File: src/rtl/strip_read_arbiter.sv
// strip_read_arbiter: round-robin sharing of one BRAM read port among strip drivers.
// Build option: define ARB_FIXED_PRIORITY_EN to make the lowest index win instead of round-robin.
// One read is in flight at a time. The cycle after a response, the port just served sits out
// one arbitration so that a request about to drop is not granted again.
module strip_read_arbiter #(
    parameter int NUM_PORTS     = 8,
    parameter int ADDRESS_WIDTH = 13,
    parameter int DATA_WIDTH    = 8,
    parameter int READ_LATENCY  = 1
) (
    input  logic                                 clk,
    input  logic                                 resetn,
    input  logic [NUM_PORTS-1:0]                 req,
    input  logic [NUM_PORTS*ADDRESS_WIDTH-1:0]   addr,
    output logic [NUM_PORTS-1:0]                 rdy,
    output logic [DATA_WIDTH-1:0]                data,
    output logic                                 mem_re,
    output logic [ADDRESS_WIDTH-1:0]             mem_raddr,
    input  logic [DATA_WIDTH-1:0]                mem_rdata,
    output logic [$clog2(NUM_PORTS)-1:0]         grant_idx
);
    localparam int IW = $clog2(NUM_PORTS);

    typedef enum logic [1:0] {IDLE, READ, RESP} state_t;

    state_t                   state, state_d;
    logic [IW-1:0]            rr_ptr, rr_ptr_d, pick, grant_idx_d;
    logic [IW:0]              scan;
    logic [1:0]               lat_cnt, lat_cnt_d;
    logic                     mask_vld, mask_vld_d;
    logic [NUM_PORTS-1:0]     elig, rdy_d;
    logic                     found, read_done, mem_re_d;
    logic [DATA_WIDTH-1:0]    data_d;
    logic [ADDRESS_WIDTH-1:0] mem_raddr_d;

    // Requests still allowed to compete: the port served last is hidden for one IDLE cycle.
    always_comb begin
        elig      = req & ~({{(NUM_PORTS-1){1'b0}}, mask_vld} << grant_idx);
        read_done = (state == READ) && (lat_cnt == 2'(READ_LATENCY));
    end

    // Scan from rr_ptr upward with wrap; walking backwards lets the nearest hit win.
    always_comb begin
        found = 1'b0;
        pick  = '0;
        scan  = '0;
        for (int k = NUM_PORTS - 1; k >= 0; k--) begin
            scan = {1'b0, rr_ptr} + (IW+1)'(k);
            if (scan >= (IW+1)'(NUM_PORTS))
                scan = scan - (IW+1)'(NUM_PORTS);
            if (elig[scan[IW-1:0]]) begin
                found = 1'b1;
                pick  = scan[IW-1:0];
            end
        end
    end

    // State register.
    always_ff @(posedge clk or negedge resetn) begin
        if (!resetn)
            state <= IDLE;
        else
            state <= state_d;
    end

    // Next state: IDLE -> READ on a grant, READ -> RESP when the data is due, RESP -> IDLE.
    always_comb begin
        state_d = (state == IDLE && found) ? READ :
                  read_done                ? RESP :
                  (state == RESP)          ? IDLE : state;
    end

    // Next values of the registered outputs and arbitration bookkeeping.
    always_comb begin
        grant_idx_d = (state == IDLE && found) ? pick : grant_idx;
        mem_raddr_d = (state == IDLE && found) ? addr[pick*ADDRESS_WIDTH +: ADDRESS_WIDTH] : mem_raddr;
        mem_re_d    = (state == IDLE) ? found : (state == READ) ? !read_done : 1'b0;
        lat_cnt_d   = (state == READ) ? lat_cnt + 2'd1 : 2'd0;
        data_d      = read_done ? mem_rdata : data;
        rdy_d       = read_done ? ({{(NUM_PORTS-1){1'b0}}, 1'b1} << grant_idx) : '0;
        mask_vld_d  = (state == RESP) ? 1'b1 : (state == IDLE) ? 1'b0 : mask_vld;
`ifdef ARB_FIXED_PRIORITY_EN
        rr_ptr_d    = '0;
`else
        rr_ptr_d    = (state != RESP)                  ? rr_ptr :
                      (grant_idx == IW'(NUM_PORTS-1))  ? '0 : grant_idx + IW'(1);
`endif
    end

    // Output and bookkeeping registers; reset drops any read in flight.
    always_ff @(posedge clk or negedge resetn) begin
        if (!resetn) begin
            grant_idx <= '0;
            mem_raddr <= '0;
            mem_re    <= 1'b0;
            lat_cnt   <= 2'd0;
            data      <= '0;
            rdy       <= '0;
            mask_vld  <= 1'b0;
            rr_ptr    <= '0;
        end else begin
            grant_idx <= grant_idx_d;
            mem_raddr <= mem_raddr_d;
            mem_re    <= mem_re_d;
            lat_cnt   <= lat_cnt_d;
            data      <= data_d;
            rdy       <= rdy_d;
            mask_vld  <= mask_vld_d;
            rr_ptr    <= rr_ptr_d;
        end
    end
endmodule

File: config.mk
export PLATFORM = sky130hd
export DESIGN_NAME = strip_read_arbiter
export DESIGN_NICKNAME = d
export VERILOG_FILES = /design/src/rtl/strip_read_arbiter.sv
export SDC_FILE = /design/constraint.sdc
export NUM_CORES = 1
export LEC_CHECK = 0
export ABC_AREA = 0
export CORE_AREA = 2 2 96 98
export CTS_BUF_LIST = sky130_fd_sc_hd__clkbuf_4
export DETAILED_ROUTE_END_ITERATION = 12
export DIE_AREA = 0 0 98 100
export GPL_TIMING_DRIVEN = 0
export PLACE_DENSITY = 0.93
export SLEW_MARGIN = 40
export SYNTH_ARGS = -nofsm -noshare
export SYNTH_HDL_FRONTEND = slang
export SYNTH_SLANG_ARGS = --single-unit
File: constraint.sdc
create_clock -name clk -period 7.2 [get_ports clk]
set_clock_uncertainty 0.15 [all_clocks]
set_input_delay 0.72 -clock clk [delete_from_list [all_inputs] [get_ports clk]]
set_output_delay 0.72 -clock clk [all_outputs]
set_load 0.01 [all_outputs]
## Word-level counts from Yosys, hierarchy flattened

Cells that the tools add are included.

| cells by class | value |
|---|---|
| $add $sub $neg | 17 |
| shift-type cells | 3 |
| equal/unequal tests | 5 |
| bitwise logic cells | 2 |
| reduce and logical (&&, ||, !) cells | 6 |
| mux-type cells | 50 |
| magnitude comparators | 16 |
| multipliers | 1 |

Operator list:

| operator | count |
|---|---|
| 104-bit by 8-bit variable part select with 13-bit output | 1 |
| 3-bit two-way mux | 17 |
| 3-bit by 4-bit less-than comparator with 1-bit output, second input constant | 8 |
| 4-bit >= comparator, second input constant | 7 |
| 1-bit binary-select mux with 3-bit select | 8 |
| 3-bit by 1-bit subtractor with 3-bit output, second input constant | 8 |
| 1-bit two-way mux | 20 |
| 3-bit by 3-bit adder with 4-bit output, second input constant | 4 |
| 3-bit by 2-bit adder with 4-bit output, second input constant | 2 |
| 8-bit bitwise AND | 1 |
| 2-bit two-way mux | 4 |
| 8-bit two-way mux | 1 |
| 8-bit NOT | 1 |
| 1-bit by 3-bit left shift with 8-bit output | 1 |
| 1-bit by 3-bit left shift with 8-bit output, first input constant | 1 |
| 3-bit by 4-bit multiplier with 7-bit output, second input constant | 1 |
| 3-bit by 1-bit adder with 4-bit output, second input constant | 1 |
| 2-bit by 1-bit == test with 1-bit output, second input constant | 2 |
| 3-bit by 4-bit >= comparator with 1-bit output, second input constant | 1 |
| 3-bit by 1-bit adder with 3-bit output, second input constant | 1 |
| 3-bit == test, second input constant | 1 |
| 3-bit nonzero test | 1 |
| 2-bit by 1-bit adder with 2-bit output, second input constant | 1 |
| 2-bit == test, second input constant | 1 |
| 5 further kinds | 6 |

| storage, ports and cells | value |
|---|---|
| output and inout bits | 33 |
| word-level logic and storage cells | 109 |
| input port bits | 122 |
| bits in registers | 41 |

## Logic depth before layout (Yosys ltp)

Gate-level depths: netlist of run 1.

| depth | value |
|---|---|
| depth in word-level cells | 15 |
| gate-level depth with buffers | 16 |
| mapped depth without buffers | 11 |

## Least setup slack after synthesis of run 1

OpenSTA, ideal clock, no wires.

| path | value |
|---|---|
| kind | register to register |
| start | reg rr_ptr[1] |
| end | reg mem_raddr[4] |
| cell stages (with the launch flop) | 17 |
| buffers on the path | 5 |
| clock period less this slack | 4160 ps |
| arrival | 3874 ps |
| setup slack | 3040 ps |
| required time | 6914 ps |
| library setup time | 136 ps |
| cell sequence | dfrtp_1 > clkbuf_1 > inv_1 > clkbuf_1 > ha_1 > clkbuf_1 > clkinv_1 > a211oi_1 > a211oi_4 > o21a_1 > o311ai_0 > a21o_1 > buf_6 > buf_12 > mux2_4 > a222oi_1 > a31oi_1 |

| on the way | value |
|---|---|
| word-level cells in the longest chain between the ends | 15 |
| elaborated cells on any way between the ends | 66 |
| those cells by class | 15 x add/sub; 1 x mul; 8 x order compare; 1 x shift; 40 x mux; 1 x reduce/logical |

Ends and longest elaborated chain:

| element | line | text |
|---|---|---|
| start, declared | 27 | `logic [IW-1:0] rr_ptr, rr_ptr_d, pick, grant_idx_d;` |
| start signal, assigned | 109 | `rr_ptr <= rr_ptr_d;` |
| 3-bit by 3-bit adder with 4-bit output | 48 | `scan = {1'b0, rr_ptr} + (IW+1)'(k);` |
| 4-bit >= comparator / 3-bit by 1-bit subtractor with 3-bit output (equally long branches) | 49, 50 |  |
| 3-bit two-way mux | 49 | `if (scan >= (IW+1)'(NUM_PORTS))` |
| 1-bit binary-select mux with 3-bit select | 51 | `if (elig[scan[IW-1:0]]) begin` |
| 1-bit two-way mux (not written as such) | 51 |  |
| 3-bit two-way mux (8 in a row) | 51 |  |
| 3-bit by 4-bit multiplier with 7-bit output | 76 | `mem_raddr_d = (state == IDLE && found) ? addr[pick*ADDRESS_WIDTH +: ADDRESS_WIDTH] : mem_raddr;` |
| 104-bit by 8-bit variable part select with 13-bit output | 76 |  |
| end signal, assigned | 103 | `mem_raddr <= mem_raddr_d;` |
| end, declared | 18 | `output logic [ADDRESS_WIDTH-1:0] mem_raddr,` |

Several ways; a longest one is shown, not always the timed one. The select of a mux whose other input is x is not followed.
A chain may end at the register's enable or synchronous reset.

## Worst setup path in the final report of run 1

Ends and elaborated chain as after synthesis.

==> impl_metrics.json, run 1 <==
{
  "status": "complete, no violations",
  "max_slew_margin_pct": 49.45,
  "syn_to_final_growth_pct": 39.94,
  "final_cells": 793,
  "synth_top_family_by_area": "compound AO/OA/AOI/OAI gates",
  "slew_violations": 0,
  "slowest_delay_ns": 0.62,
  "worstMarginPinSlew_ns": 0.7504,
  "timing.final.crit_period_ns": 5.643,
  "ctsLongestPathBuffers": 2,
  "avgSynthCellArea_sq_um": 8.458,
  "muxShareOfSynthArea_pct": 19.26,
  "synth-simple-area-share_pct": 16.56,
  "crit_family": "compound AO/OA/AOI/OAI gates",
  "drv_cap": 0,
  "antenna_cells": 0,
  "firstDrtPassIters": 7,
  "crit_chain": "clkbuf_1, inv_1, clkbuf_1, ha_1, clkbuf_1, clkinv_1, a211oi_1, nor3_1, o21a_1, o311ai_0, a21o_1, buf_6, buf_12, mux2_4, a222oi_1, a31oi_1",
  "seq_area_frac_synth_pct": 23.33,
  "dieArea_sq_um": 9800,
  "synthArstFlopShare_pct": 100.0,
  "holdBufCountCts": 0,
  "clock-root-buffer": "clkbuf_4",
  "peakVddDrop_uv": 293.4,
  "track_usage_pct": 33.40,
  "ctsResizeCount": 0,
  "setup-tns-final_ns": 0,
  "critPathSlowestCell": "a222oi_1",
  "crit_type": "reg -> reg",
  "grt_pass1_vias": 5019,
  "synth_warnings": 0,
  "synthXorXnorAreaFrac_pct": 1.366,
  "htree_levels": 2,
  "path_clk_slew_ns": 0.14,
  "ant_nets": 0,
  "p_leak_uw": 0.002308,
  "vias": 5194,
  "finish.utilization_pct": 69.23,
  "synth_cells": 520,
  "yosys_register_bits": 41,
  "synth_nets": 651,
  "required_ns": 7.26,
  "drive_gt1_share_pct": 13.34,
  "placed_cells": 785,
  "wire_per_inst_um": 21.47,
  "synth_compound_area_share_pct": 31.15,
  "hp-class": "in -> async",
  "cp-start-kind": "flip-flop",
  "synth_edf_count": 0,
  "hold_viol_final": 0,
  "die_h_um": 100,
  "drt_iter0_markers": 472,
  "finalCritPeriodShare_pct": 78.37,
  "rows": 35,
  "overflow": 0,
  "clock_sinks": 41,
  "synth.distinct_cells": 65,
  "portBuffers": 154,
  "whs_ns": 0.1620,
  "hpwl_um": 13430,
  "wl_um": 17030,
  "powerDensity_nw_per_um2": 623.0,
  "arrival_ns": 5.70,
  "fin_nets": 812,
  "path_buf_inv": 7,
  "post-cts-setup-buffer-count": 0,
  "fmax_mhz": 177.2,
  "yosys.area.top_type": "dfrtp_1",
  "cts_tree": "yes",
  "io_pins": 155,
  "post-synth-top-area-fraction_pct": 23.33,
  "die_w_um": 98,
  "drc": 0,
  "cp_max_fo": 10,
  "setup-violations-final": 0,
  "synth-adder-area-share_pct": 2.560,
  "synth_ff_type": "dfrtp_1",
  "start_util_pct": 49.47,
  "gp_congestion": 1.039,
  "crit_path_end_kind": "flip-flop",
  "yosys-top-cells-area": "dfrtp_1 23%, mux2_2 11%, o21ai_0 7.5%, nor3_1 3.4%, or3_1 3.4%",
  "cts_made_buffers": 5,
  "fillers": 680,
  "crit_top_cell": "clkbuf_1",
  "via_per_inst": 6.550,
  "grt_max_degree": 42,
  "grt_pass1_wl_um": 25900,
  "clk_latency_ns": 0.36,
  "coreArea_sq_um": 8890,
  "rsz0062_at_grt": "no",
  "syn_area_sq_um": 4398,
  "antenna_found_initial": 0
}
[per-stage QoR]
step	area (sq um)	setup slack [ns]	power, uW
final	6155	1.557	3834
after CTS	6155	1.761	3744
after detailed placement	6076	1.804	3583
after global routing	6155	1.361	4033
after floorplan	4398	3.040	2593
after global placement	6078	1.965	3548
[cell families (layout without fill, tap and decap cells)]
kind of cell    Yosys count  after routing
compound gates          196            196
xor+xnor                  6              6
fa+ha+maj                 9              9
buf+inv                  53            215
flops                    41             41
mux                      69             69
simple gates            146            146
[Yosys cell counts, types with 2 or more instances]
cell type and n:
nand3b_1 2, a31oi_1 15, nand4_1 4, mux2_2 43, buf_4 4, a221oi_2 2
a211oi_1 9, nor2_1 31, a21o_1 9, nand2_1 32, xnor2_1 3, xor2_1 2
mux2_4 8, o311a_1 2, nand3_1 3, ha_1 9, nand2b_1 5, clkbuf_1 27
a222oi_1 11, or3_1 24, dfrtp_1 41, inv_1 10, o21a_1 7, a2111oi_0 2
a21oi_1 24, a311oi_1 3, and3_1 7, buf_6 2, buf_2 7, o211ai_1 9
o21ai_0 66, mux2i_1 13, o221a_2 2, and2_1 2, nor3_1 30, o221ai_1 5
mux4_2 5, o2111ai_1 13
[where the power goes]
part	leakage [uW]	total (uW)	switching (uW)	internal [uW]
registers	0.000492	401	77.6	323
logic	0.00178	3280	1950	1330
clock network	0.0000389	152	80.5	71.9
total	0.00231	3830	2110	1720
[cell type report]
cell class | instances | area (sq um) | area share [%]
multi-input cells | 426 | 3118 | 50.66
repair buffers | 154 | 1539 | 25.01
flip-flops and latches | 41 | 1026 | 16.67
plain buffers | 42 | 212.7 | 3.456
well taps | 111 | 138.9 | 2.257
clock inverters | 3 | 41.29 | 0.6709
inverters | 11 | 41.29 | 0.6709
clock buffers | 5 | 37.54 | 0.6099
[final timing paths]
path                                  startpoint  cells after the start                        to  slack [ns]
setup / recovery           rr_ptr[1]$_DFFE_PN0P_                     16  mem_raddr[4]$_DFFE_PN0P_        1.56
hold / removal                            resetn                      1       data[2]$_DFFE_PN0P_        0.16
setup reg to reg           rr_ptr[1]$_DFFE_PN0P_                     16  mem_raddr[4]$_DFFE_PN0P_        1.56
hold reg to reg             lat_cnt[0]$_DFF_PN0_                      1      lat_cnt[0]$_DFF_PN0_        0.30
max in group asynchronous                 resetn                      1  grant_idx[1]$_DFFE_PN0P_        6.37
min in group clk            lat_cnt[0]$_DFF_PN0_                      1      lat_cnt[0]$_DFF_PN0_        0.30
[layer usage]
layer / global-route usage [%] / vias to the layer above / wire length (um)
met5: 0 / - / 0
met4: 16.13 / 0 / 977
met3: 5.014 / 68 / 1322
met2: 58.38 / 321 / 8287
met1: 40.42 / 2459 / 6441
li1: - / 2346 / -
[state kept, by name (all words and copies together) (netlist names)]
signal	count
data	8
grant_idx	3
lat_cnt	2
mem_raddr	13
mask_vld	1
mem_re	1
rr_ptr	3
state	2
rdy	8
[cells in the final DEF, fill, tap and decap left out, types with 11 or more instances in the layout]
master | netlist | layout
clkdlybuf4s50_1 | 0 | 153
mux2_2 | 43 | 43
nor2_1 | 31 | 31
nand2_1 | 32 | 32
dfrtp_1 | 41 | 41
mux2i_1 | 13 | 13
clkbuf_1 | 27 | 27
a222oi_1 | 11 | 11
a21oi_1 | 24 | 24
o21ai_0 | 66 | 66
nor3_1 | 30 | 30
a31oi_1 | 15 | 15
or3_1 | 24 | 24
o2111ai_1 | 13 | 13
Note: power is estimated with default switching activity, not from simulation.
==> run 2: changes to the inputs <==
--- a/config.mk
+++ b/config.mk
@@ -6,12 +6,12 @@
 export NUM_CORES = 1
 export LEC_CHECK = 0
 export ABC_AREA = 0
-export CORE_AREA = 2 2 96 98
+export CORE_AREA = 2 2 100 102
 export CTS_BUF_LIST = sky130_fd_sc_hd__clkbuf_4
 export DETAILED_ROUTE_END_ITERATION = 12
-export DIE_AREA = 0 0 98 100
+export DIE_AREA = 0 0 102 104
 export GPL_TIMING_DRIVEN = 0
-export PLACE_DENSITY = 0.93
+export PLACE_DENSITY = 0.87
 export SLEW_MARGIN = 40
 export SYNTH_ARGS = -nofsm -noshare
 export SYNTH_HDL_FRONTEND = slang
==> constraint.sdc (replaced) <==
create_clock -name clk -period 5.2 [get_ports clk]
set_clock_uncertainty 0.15 [all_clocks]
set_input_delay 0.52 -clock clk [delete_from_list [all_inputs] [get_ports clk]]
set_output_delay 0.52 -clock clk [all_outputs]
set_load 0.01 [all_outputs]
==> impl_metrics.json, run 2 (same netlist as run 1, synthesis figures left out) <==
{
  "io_pins": 155,
  "hold_viol_final": 0,
  "fin_nets": 812,
  "gp_congestion": 1.034,
  "coreArea_sq_um": 9549,
  "crit_path_end_kind": "flip-flop",
  "rsz0062_at_grt": "no",
  "overflow": 0,
  "slowest_delay_ns": 0.69,
  "arrival_ns": 5.03,
  "grt_pass1_vias": 4966,
  "vias": 5200,
  "grt_pass1_wl_um": 26220,
  "track_usage_pct": 31.45,
  "antenna_found_initial": 0,
  "largestRegisters": "mem_raddr: 13 flops, data: 8 flops, rdy: 8 flops",
  "timing.final.crit_period_ns": 4.945,
  "die_w_um": 102,
  "portBuffers": 154,
  "fin_area_sq_um": 6206,
  "clock-root-buffer": "clkbuf_4",
  "clk_latency_ns": 0.34,
  "syn_to_final_growth_pct": 41.11,
  "drc": 0,
  "largest_reg_flops": 13,
  "dpl-instance-area_sq_um": 6103,
  "wl_um": 17290,
  "worstMarginPinSlew_ns": 0.7213,
  "die_h_um": 104,
  "wire_per_inst_um": 21.22,
  "htree_levels": 2,
  "layout_common_cells": "153 x clkdlybuf4s50_1, 66 x o21ai_0, 43 x mux2_2",
  "ant_nets": 0,
  "max_slew_margin_pct": 51.62,
  "cts_made_buffers": 5,
  "path_buf_inv": 6,
  "ctsLongestPathBuffers": 2,
  "dieArea_sq_um": 10610,
  "layout_commonest_cell": "clkdlybuf4s50_1",
  "slew_violations": 0,
  "rows": 36,
  "finalCritPeriodShare_pct": 95.10,
  "crit_type": "reg -> reg",
  "critPathSlowestCell": "a2111oi_4",
  "required_ns": 5.28,
  "cp_max_fo": 10,
  "fmax_mhz": 202.2,
  "largest-register": "mem_raddr",
  "cp-start-kind": "flip-flop",
  "via_per_inst": 6.380,
  "cts_tree": "yes",
  "crit_top_cell": "clkbuf_1",
  "setup-tns-final_ns": 0,
  "hp-class": "reg -> reg",
  "firstDrtPassIters": 6,
  "hpwl_um": 13300,
  "drv_cap": 0,
  "drt_iter0_markers": 475,
  "crit_family": "compound AO/OA/AOI/OAI gates",
  "start_util_pct": 46.06,
  "grt_max_degree": 42,
  "clock_sinks": 41,
  "drive_gt1_share_pct": 14.08,
  "setup-violations-final": 0,
  "antenna_cells": 0,
  "crit_chain": "clkbuf_1, inv_1, clkbuf_1, ha_1, clkinv_2, a211oi_2, nor3_1, o32ai_2, a2111oi_4, a21o_1, buf_6, buf_12, mux2_4, a222oi_1, a31oi_1",
  "path_clk_slew_ns": 0.14,
  "status": "complete, no violations"
}
run 2: changes by cell type in the layout (fill, tap and decap cells not counted), sizes merged:
cell,change
clkinvlp,-1
dlygate4sd3,+1
run 2: through the flow:
step	util (%)	cells	hold slack [ns]	setup slack, ns
4_1_cts	65.02	816	0.2950	0.06250
2_1_floorplan	-	520	0.07441	1.040
5_1_grt	64.99	815	0.3297	0.02438
6_report	64.99	815	0.2924	0.2550
3_5_place_dp	63.92	807	0.2785	-0.3155
3_3_place_gp	63.94	807	0.2692	-0.3684
run 2: path summary, 6_finish.rpt:
check	from	endpoint	slack (ns)	cells after the start
max	rr_ptr[1]$_DFFE_PN0P_	mem_raddr[5]$_DFFE_PN0P_	0.25	15
min	lat_cnt[0]$_DFF_PN0_	lat_cnt[0]$_DFF_PN0_	0.29	1
max reg2reg	rr_ptr[1]$_DFFE_PN0P_	mem_raddr[5]$_DFFE_PN0P_	0.25	15
min reg2reg	lat_cnt[0]$_DFF_PN0_	lat_cnt[0]$_DFF_PN0_	0.29	1
max in group asynchronous	resetn	mask_vld$_DFFE_PN0P_	4.01	2
min in group asynchronous	resetn	data[2]$_DFFE_PN0P_	0.51	2
run 2: what timing repair did:
item,in CTS,in global routing
pin swaps,0,1
buffers inserted,0,0
hold buffers,1,0
resized for setup,3,3
setup endpoints to repair,13,12
hold endpoints to repair,32,0
run 2: final cells by class:
class / instances / area, sq um
Buffer: 41 / 210.2
Clock buffer: 6 / 45.04
Clock inverter: 2 / 38.79
Fill cell: 833 / 3343
Inverter: 11 / 42.54
Multi-Input combinational cell: 426 / 3128
Sequential cell: 41 / 1026
Tap cell: 133 / 166.4
Timing Repair Buffer: 155 / 1549
run 2: per-layer routing:
| metal | global-route usage (%) | vias up | part of all wire (%) |
|---|---|---|---|
| li1 | - | 2342 | - |
| met1 | 40.61 | 2480 | 38 |
| met2 | 52.16 | 332 | 49 |
| met3 | 5.175 | 46 | 8.9 |
| met4 | 11.81 | 0 | 4.0 |
| met5 | 0 | - | 0 |
Power of run 2 is not shown: default switching activity piles up to over one toggle a cycle in this logic, so the estimate is an artifact.
==> run 3: changes to the inputs <==
--- a/config.mk
+++ b/config.mk
@@ -12,7 +12,7 @@
 export DIE_AREA = 0 0 102 104
 export GPL_TIMING_DRIVEN = 0
 export PLACE_DENSITY = 0.87
-export SLEW_MARGIN = 40
+export SLEW_MARGIN = 20
 export SYNTH_ARGS = -nofsm -noshare
 export SYNTH_HDL_FRONTEND = slang
 export SYNTH_SLANG_ARGS = --single-unit
==> constraint.sdc (replaced) <==
create_clock -name clk -period 5.2 [get_ports clk]
set_clock_uncertainty 0.15 [all_clocks]
set_input_delay 0.52 -clock clk [delete_from_list [all_inputs] [get_ports clk]]
set_output_delay 0.52 -clock clk [all_outputs]
set_load 0.02 [all_outputs]
==> impl_metrics.json, run 3 (same netlist as run 1, synthesis figures left out) <==
{
  "status": "complete, no violations",
  "finish.utilization_pct": 65.17,
  "slowest_delay_ns": 0.67,
  "cts_tree": "yes",
  "layout_commonest_cell": "clkdlybuf4s50_1",
  "fin_area_sq_um": 6223,
  "firstDrtPassIters": 8,
  "hold_viol_final": 0,
  "timing.final.crit_period_ns": 4.971,
  "layout_common_cells": "153 x clkdlybuf4s50_1, 66 x o21ai_0, 43 x mux2_2",
  "drc": 0,
  "crit_top_cell": "clkbuf_1",
  "ant_nets": 0,
  "rows": 36,
  "largest_reg_flops": 13,
  "largest-register": "mem_raddr",
  "arrival_ns": 5.05,
  "worstMarginPinSlew_ns": 0.7475,
  "wl_um": 17090,
  "seqCellArea_sq_um": 1026,
  "clock-root-buffer": "clkbuf_4",
  "post-cts-setup-buffer-count": 0,
  "rsz0062_at_grt": "no",
  "hp-class": "reg -> reg",
  "io_pins": 155,
  "largestRegisters": "mem_raddr: 13 flops, data: 8 flops, rdy: 8 flops",
  "path_clk_slew_ns": 0.14,
  "htree_levels": 2,
  "wire_per_inst_um": 20.94,
  "critPathSlowestCell": "a2111oi_4",
  "crit_chain": "clkbuf_1, inv_1, clkbuf_1, ha_1, clkinv_2, nor2_1, a22oi_1, a211oi_2, a2111oi_4, a21o_1, buf_6, buf_12, mux2_4, a222oi_1, a31oi_1",
  "drt_iter0_markers": 521,
  "cts_made_buffers": 5,
  "grt_max_degree": 28,
  "ctsLongestPathBuffers": 2,
  "antenna_found_initial": 0,
  "start_util_pct": 46.06,
  "track_usage_pct": 31.26,
  "dpl-instance-area_sq_um": 6121,
  "vias": 5212,
  "crit_type": "reg -> reg",
  "via_per_inst": 6.387,
  "clock_sinks": 41,
  "overflow": 0,
  "drv_cap": 0,
  "fin_nets": 813,
  "antenna_cells": 0,
  "cp-start-kind": "flip-flop",
  "clk_latency_ns": 0.35,
  "gp_congestion": 1.034,
  "drive_gt1_share_pct": 14.20,
  "required_ns": 5.28,
  "coreArea_sq_um": 9549,
  "die_h_um": 104,
  "syn_to_final_growth_pct": 41.51,
  "slew_violations": 0,
  "dieArea_sq_um": 10610,
  "die_w_um": 102,
  "cp_max_fo": 10,
  "hpwl_um": 13300,
  "fmax_mhz": 201.2,
  "max_slew_margin_pct": 49.87,
  "setup-violations-final": 0,
  "grt_pass1_vias": 5042,
  "portBuffers": 154,
  "setup-tns-final_ns": 0,
  "multiInputGateArea_sq_um": 3128,
  "crit_path_end_kind": "flip-flop",
  "finalCritPeriodShare_pct": 95.60,
  "grt_pass1_wl_um": 26210,
  "fillers": 821
}
-- run 3: changes by cell type in the layout (fill, tap and decap cells not counted) --
cell,before,now
buf_12,1,2
buf_2,7,8
buf_4,5,4
-- run 3: path summary, 6_finish.rpt --
path                            cells past startpoint                        to             startpoint  slack, ns
worst min-delay path                                1      lat_cnt[0]$_DFF_PN0_   lat_cnt[0]$_DFF_PN0_       0.31
worst max register to register                     15  mem_raddr[5]$_DFFE_PN0P_  rr_ptr[1]$_DFFE_PN0P_       0.23
max in group asynchronous                           3     rr_ptr[0]$_DFFE_PN0P_                 resetn       3.99
worst max-delay path                               15  mem_raddr[5]$_DFFE_PN0P_  rr_ptr[1]$_DFFE_PN0P_       0.23
min in group asynchronous                           2       data[2]$_DFFE_PN0P_                 resetn       0.44
worst min register to register                      1      lat_cnt[0]$_DFF_PN0_   lat_cnt[0]$_DFF_PN0_       0.31
-- run 3: cell type report --
type / count / share of cell area [%]
Tap cell: 133 / 2.674
Inverter: 11 / 0.6836
Buffer: 41 / 3.378
Timing Repair Buffer: 156 / 25.17
Multi-Input combinational cell: 426 / 50.26
Sequential cell: 41 / 16.49
Clock inverter: 2 / 0.6232
Clock buffer: 6 / 0.7238
-- run 3: per-layer routing --
metal / vias up / global-route usage (%) / routed length, um
li1: 2337 / - / -
met3: 63 / 4.637 / 1413
met2: 343 / 51.41 / 8351
met1: 2469 / 40.96 / 6573
met4: 0 / 12.00 / 753
met5: - / 0 / 0
-- run 3: timing repair --
item | CTS | global route
hold buffers | 1 | 0
resized for setup | 2 | 4
endpoints found under the setup margin | 13 | 12
endpoints found under the hold margin | 14 | 0
-- run 3: worst max-delay path: cells and delay by family (launching register included) --
family	cells	cell delay, ns
buffers and inverters	6	1.25
AND/OR/NAND/NOR	1	0.07
AO/OA/AOI/OAI	6	2.22
multiplexers	1	0.30
adder cells (fa/ha/maj)	1	0.44
flip-flops	1	0.40
-- run 3: per-stage QoR --
| step | setup slack, ns | hold slack (ns) | std cells |
|---|---|---|---|
| final | 0.2287 | 0.3112 | 816 |
| after global routing | 0.04012 | 0.3296 | 816 |
| after detailed placement | -0.2642 | 0.2859 | 808 |
| after floorplan | 1.040 | 0.07441 | 520 |
| after CTS | 0.1277 | 0.3041 | 817 |
| after global placement | -0.3684 | 0.2692 | 807 |
Power of run 3 is left out for the same reason.
